### config.mk
export PLATFORM = sky130hd
export DESIGN_NAME = instr_fetch_unit_flat
export DESIGN_NICKNAME = d
export VERILOG_FILES = /design/src/rtl/instr_fetch_unit_if.sv /design/src/rtl/instr_fetch_unit.sv /design/src/flat_wrapper.sv
export SDC_FILE = /design/constraint.sdc
export NUM_CORES = 1
export LEC_CHECK = 0
export BUFFER_PORTS_ARGS = -buffer_cell sky130_fd_sc_hd__buf_4
export CORE_MARGIN = 2
export CORE_UTILIZATION = 30
export CTS_CLUSTER_SIZE = 20
export DETAILED_ROUTE_END_ITERATION = 16
export SLEW_MARGIN = 20
export SYNTH_ARGS = -nofsm -noshare
export SYNTH_HDL_FRONTEND = slang
export SYNTH_SLANG_ARGS = --single-unit
### constraint.sdc
create_clock -name clk -period 6.5 [get_ports clk]
set_clock_uncertainty 0.1 [all_clocks]
set_input_delay 0.65 -clock clk [delete_from_list [all_inputs] [get_ports clk]]
set_output_delay 0.65 -clock clk [all_outputs]
set_load 0.05 [all_outputs]
### src/rtl/instr_fetch_unit_if.sv
// ============================================================================
//  instr_fetch_unit_if : fetch-stage bus (imem handshake + decode/retire side)
//  Revision 1.0
// ============================================================================
`default_nettype none

interface instr_fetch_unit_if;
    logic        imem_req;
    logic [31:0] imem_addr;
    logic        imem_ready;
    logic [31:0] imem_rdata;
    logic [31:0] instr;
    logic [5:0]  OP;
    logic [5:0]  Funct;
    logic [31:0] pc;
    logic [31:0] pc_plus4;
    logic        instr_valid;
    logic        instr_ack;
    logic        Jump;
    logic        Branch;
    logic        Zero;

    modport master (
        output imem_req, imem_addr, instr, OP, Funct, pc, pc_plus4, instr_valid,
        input  imem_ready, imem_rdata, instr_ack, Jump, Branch, Zero
    );

    modport slave (
        input  imem_req, imem_addr, instr, OP, Funct, pc, pc_plus4, instr_valid,
        output imem_ready, imem_rdata, instr_ack, Jump, Branch, Zero
    );
endinterface

`default_nettype wire

### src/rtl/instr_fetch_unit.sv
// ============================================================================
//  instr_fetch_unit : PC + one-word fetch, holds instr until retire, next-PC calc
//  Optional feature macro: IF_STALL_COUNT_EN (imem wait-cycle counter)
//  Revision 1.0
// ============================================================================
`default_nettype none

module instr_fetch_unit #(
    parameter logic [31:0] RESET_PC = 32'h0000_0000
) (
    input  wire logic           clk,
    input  wire logic           reset,
    instr_fetch_unit_if.master  bus
`ifdef IF_STALL_COUNT_EN
    ,
    output logic [31:0]         stall_cycles
`endif
);

    typedef enum logic [1:0] {
        IDLE  = 2'd0,
        REQ   = 2'd1,
        VALID = 2'd2
    } state_t;

    state_t      state_q, state_d;
    logic [31:0] pc_q, pc_d;
    logic [31:0] instr_q, instr_d;
    logic [31:0] pc_plus4_w;
    logic [31:0] br_off_w;
    logic [31:0] next_pc_w;

    assign pc_plus4_w = pc_q + 32'd4;
    assign br_off_w   = {{14{instr_q[15]}}, instr_q[15:0], 2'b00};

    // Jump has priority over a taken branch
    always_comb begin
        next_pc_w = pc_plus4_w;
        if (bus.Jump) begin
            next_pc_w = {pc_plus4_w[31:28], instr_q[25:0], 2'b00};
        end else if (bus.Branch && bus.Zero) begin
            next_pc_w = pc_plus4_w + br_off_w;
        end
    end

    always_ff @(posedge clk) begin
        if (reset) begin
            state_q <= IDLE;
            pc_q    <= RESET_PC;
            instr_q <= 32'h0000_0000;
        end else begin
            state_q <= state_d;
            pc_q    <= pc_d;
            instr_q <= instr_d;
        end
    end

    always_comb begin
        state_d = state_q;
        pc_d    = pc_q;
        instr_d = instr_q;
        case (state_q)
            IDLE: begin
                state_d = REQ;
            end
            REQ: begin
                if (bus.imem_ready) begin
                    instr_d = bus.imem_rdata;
                    state_d = VALID;
                end
            end
            VALID: begin
                if (bus.instr_ack) begin
                    pc_d    = next_pc_w;
                    state_d = REQ;
                end
            end
            default: begin
                state_d = IDLE;
            end
        endcase
    end

    assign bus.imem_req    = (state_q == REQ);
    assign bus.imem_addr   = pc_q;
    assign bus.instr_valid = (state_q == VALID);
    assign bus.instr       = instr_q;
    assign bus.OP          = instr_q[31:26];
    assign bus.Funct       = instr_q[5:0];
    assign bus.pc          = pc_q;
    assign bus.pc_plus4    = pc_plus4_w;

`ifdef IF_STALL_COUNT_EN
    logic [31:0] stall_q;

    always_ff @(posedge clk) begin
        if (reset) begin
            stall_q <= 32'h0000_0000;
        end else if ((state_q == REQ) && !bus.imem_ready && (stall_q != 32'hFFFF_FFFF)) begin
            stall_q <= stall_q + 32'd1;
        end
    end

    assign stall_cycles = stall_q;
`endif

endmodule

`default_nettype wire

### src/flat_wrapper.sv
// flat-port wrapper written by rule: the top's interface ports become plain ports
module instr_fetch_unit_flat 
#(
    parameter logic [31:0] RESET_PC = 32'h0000_0000
)
  (clk, reset, bus_imem_req, bus_imem_addr, bus_instr, bus_OP, bus_Funct, bus_pc, bus_pc_plus4, bus_instr_valid, bus_imem_ready, bus_imem_rdata, bus_instr_ack, bus_Jump, bus_Branch, bus_Zero);
  instr_fetch_unit_if bus_i ();
  input  wire logic clk;
  input  wire logic reset;
  output wire logic [$bits(bus_i.imem_req)-1:0] bus_imem_req;
  output wire logic [$bits(bus_i.imem_addr)-1:0] bus_imem_addr;
  output wire logic [$bits(bus_i.instr)-1:0] bus_instr;
  output wire logic [$bits(bus_i.OP)-1:0] bus_OP;
  output wire logic [$bits(bus_i.Funct)-1:0] bus_Funct;
  output wire logic [$bits(bus_i.pc)-1:0] bus_pc;
  output wire logic [$bits(bus_i.pc_plus4)-1:0] bus_pc_plus4;
  output wire logic [$bits(bus_i.instr_valid)-1:0] bus_instr_valid;
  input wire logic [$bits(bus_i.imem_ready)-1:0] bus_imem_ready;
  input wire logic [$bits(bus_i.imem_rdata)-1:0] bus_imem_rdata;
  input wire logic [$bits(bus_i.instr_ack)-1:0] bus_instr_ack;
  input wire logic [$bits(bus_i.Jump)-1:0] bus_Jump;
  input wire logic [$bits(bus_i.Branch)-1:0] bus_Branch;
  input wire logic [$bits(bus_i.Zero)-1:0] bus_Zero;
  assign bus_imem_req = bus_i.imem_req;
  assign bus_imem_addr = bus_i.imem_addr;
  assign bus_instr = bus_i.instr;
  assign bus_OP = bus_i.OP;
  assign bus_Funct = bus_i.Funct;
  assign bus_pc = bus_i.pc;
  assign bus_pc_plus4 = bus_i.pc_plus4;
  assign bus_instr_valid = bus_i.instr_valid;
  assign bus_i.imem_ready = bus_imem_ready;
  assign bus_i.imem_rdata = bus_imem_rdata;
  assign bus_i.instr_ack = bus_instr_ack;
  assign bus_i.Jump = bus_Jump;
  assign bus_i.Branch = bus_Branch;
  assign bus_i.Zero = bus_Zero;
  instr_fetch_unit #(.RESET_PC(RESET_PC)) u_core (.clk(clk), .reset(reset), .bus(bus_i));
endmodule
==> results.ini <==
[die]
die_area_um2=18800
die_w_um=137
ioPinCount=181
rows=48
die_h_um=137
initial_core_util_pct=30.8
core_um2=17300

[sta]
rsz0062_at_grt=no
fmax_ghz=0.235
fin_crit_sh_pct=65.5
hold_violations=0
slew_headroom_pct=40.3
worst_slew_pin_slew_ns=0.891
tns_ns=0
fin_crit_ns=4.25
final-setup-viol-count=0
finalMaxSlewViolations=0

[grt]
grt_first_pass_wirelength_um=27700
overflow=0
grt_pass1_vias=4912
antenna_found_initial=0
grt_max_degree=68
grt_use_total_pct=19.0

[synthesis]
synth_area_per_cell_um2=7.45
synth_top_area_share_pct=24.1
yosysUniqueCellTypes=62
ys.flop_type=dfxtp_1
synthArstFlopShare_pct=0
synth_area_um2=5320
yosys_warnings=0
synth_area_leader_cell=dfxtp_1
synthTopCellsByArea=dfxtp_1 24%, nand2_1 9.2%, ha_1 8.5%
ys_ff_latch=64
ys_seq_area_share_pct=24.1
postSynthCellCount=714
synth_edf_count=0

[clock_tree]
clock_sinks=64
htree_levels=3
cts_tree=done
insertion_delay_ns=0.34
holdBufCountCts=0
root_buffer=clkbuf_16
cts_buffers=9
clkSlewWorstSetupHoldPaths_ns=0.06
postCtsResizedCells=0
post_cts_buffers=0
clockBufferDepth=2

[placement]
placed_area_um2=6470
gp_congestion=0.913
dpl.hpwl_um=13500
portBuffers=174

[critical_path]
worstRegToRegCells=14
r2r_start=u_core.bus.imem_addr[2]$_SDFFE_PP0P_
worstReg2RegEnd=u_core.bus.imem_addr[25]$_SDFFE_PP0P_
cp-end-kind=flop
cp.required_ns=6.63
ff2ff_setup_slack_ns=2.25
path_class=reg2reg
arrival_ns=4.39
critPathMaxFanout=9
startpoint_type=flop

[routing]
wire_per_inst_um=17.4
detail-route-antenna-nets=0
vias=5522
drt-pass1-iter-count=5
avgViaCountPerCell=5.23
wl_um=18300
drc=0
first_iter_violations=362

[hold_path]
min_path_type=reg2reg
min_path_cells=2
hold_start=u_core.bus.instr[30]$_SDFFE_PP0P_
whs_endpoint=u_core.bus.instr[30]$_SDFFE_PP0P_

[power]
max-vdd-ir-drop_v=0.000104
leakage_uw=0.00303
powerDensity_nw_per_um2=173

[flow_run]
max_cap_viol_count=0

[layout]
stdcell_area_um2=6780
fin_nets=901
antenna_cells=0
area_growth_pct=27.4
drive_gt1_share_pct=24.5

[run_status]
outcome=finished, final reports clean

-- synth_stat cells (all sizes together), types with 3 or more instances --
cell type  number
buf            52
clkbuf         33
a311o           3
ha             36
nand4          10
nand3          21
a21o            6
and2            7
nand3b          3
nor3b           3
nor2           40
o21ai          26
xor2           19
a21oi          82
o21a            5
inv             9
and3           12
mux2i           5
nand2         131
dfxtp          64
nand2b          5
and4            8
o311ai          3
a22oi           3
nor3            9
a31oi           5
a211oi         11
a221o           5
o31ai           4
a311oi          4
xnor2          32
nor2b          10
o211ai         20
-- area by class of cell --
| cell class | count | area, um2 |
|---|---|---|
| clock buffer | 12 | 256 |
| clock inverter | 4 | 52.6 |
| fill | 1880 | 10500 |
| inverter | 10 | 37.5 |
| multi-input combinational | 560 | 3520 |
| sequential | 64 | 1280 |
| tap | 225 | 282 |
| timing repair buffer | 180 | 1350 |
-- cells by family (layout without fill, tap and decap cells) --
family,after synthesis,in the layout,share of synthesized area [%]
AO/OA/AOI/OAI,196,196,24.2
XOR/XNOR,51,51,8.40
adder cells (fa/ha/maj),37,37,8.84
buffers and inverters,95,206,10.2
flip-flops,64,64,24.1
multiplexers,5,5,0.941
other,1,6,0.0705
AND/OR/NAND/NOR,265,265,23.3
-- flip-flops by register name, indices dropped and copies added (netlist names) --
name / count
u_core.bus.instr: 32
u_core.bus.imem_addr: 30
u_core.state_q: 2
-- power by group --
part,switching (uW),internal [uW]
sequential,19.0,405
clock,199,319
combinational,159,72.6
total,377,796
-- worst max-delay path by stage --
stage | start | endpoint | slack (ns)
2_1_floorplan | u_core.bus.imem_addr[2]$_SDFFE_PP0P_ | u_core.bus.imem_addr[28]$_SDFFE_PP0P_ | 1.70
3_3_place_gp | u_core.bus.imem_addr[2]$_SDFFE_PP0P_ | u_core.bus.imem_addr[25]$_SDFFE_PP0P_ | 2.40
3_5_place_dp | u_core.bus.imem_addr[2]$_SDFFE_PP0P_ | u_core.bus.imem_addr[25]$_SDFFE_PP0P_ | 2.33
4_1_cts | u_core.bus.imem_addr[2]$_SDFFE_PP0P_ | u_core.bus.imem_addr[25]$_SDFFE_PP0P_ | 2.28
5_1_grt | u_core.bus.imem_addr[2]$_SDFFE_PP0P_ | u_core.bus.imem_addr[29]$_SDFFE_PP0P_ | 2.03
6_report | u_core.bus.imem_addr[2]$_SDFFE_PP0P_ | u_core.bus.imem_addr[25]$_SDFFE_PP0P_ | 2.25
-- layout by cell type, fill, tap and decap left out, drive strengths merged, types with 11 or more instances in the layout --
cell type / synthesis / layout
and3: 12 / 12
nand2: 131 / 131
buf: 52 / 180
nand3: 21 / 21
o211ai: 20 / 20
dfxtp: 64 / 64
a211oi: 11 / 11
ha: 36 / 36
o21ai: 26 / 26
a21oi: 82 / 82
nor2: 40 / 40
xnor2: 32 / 32
xor2: 19 / 19
clkbuf: 33 / 12
-- through the flow --
stage / util [%] / power [uW] / hold slack [ns] / instances / setup WS [ns]
2_1_floorplan: - / 595 / 0.405 / 719 / 1.70
3_3_place_gp: 37.4 / 663 / 0.366 / 1039 / 2.40
3_5_place_dp: 37.4 / 664 / 0.368 / 1039 / 2.33
4_1_cts: 39.2 / 1180 / 0.377 / 1055 / 2.28
5_1_grt: 39.2 / 1220 / 0.397 / 1055 / 2.03
6_report: 39.2 / 1170 / 0.379 / 1055 / 2.25
-- critical path, stage by stage (launching register included) --
cell and delay [ns]:
dfxtp_1 0.49, ha_1 0.26, and4_1 0.25, and2_1 0.36, and4_1 0.25, xor2_1 0.28
ha_1 0.36, a21oi_1 0.40, a2bb2oi_1 0.19, nand4_1 0.18, nand3_2 0.16, and3_1 0.26
a31oi_1 0.22, xnor2_1 0.09, a221o_1 0.29
-- per-layer routing --
metal,vias to the layer above,part of all wire [%],global-route usage (%)
li1,2733,-,-
met1,2560,48,27.4
met2,205,43,28.1
met3,24,7.1,4.00
met4,0,2.0,6.07
met5,-,0,0
(Power assumes the default switching activity.)
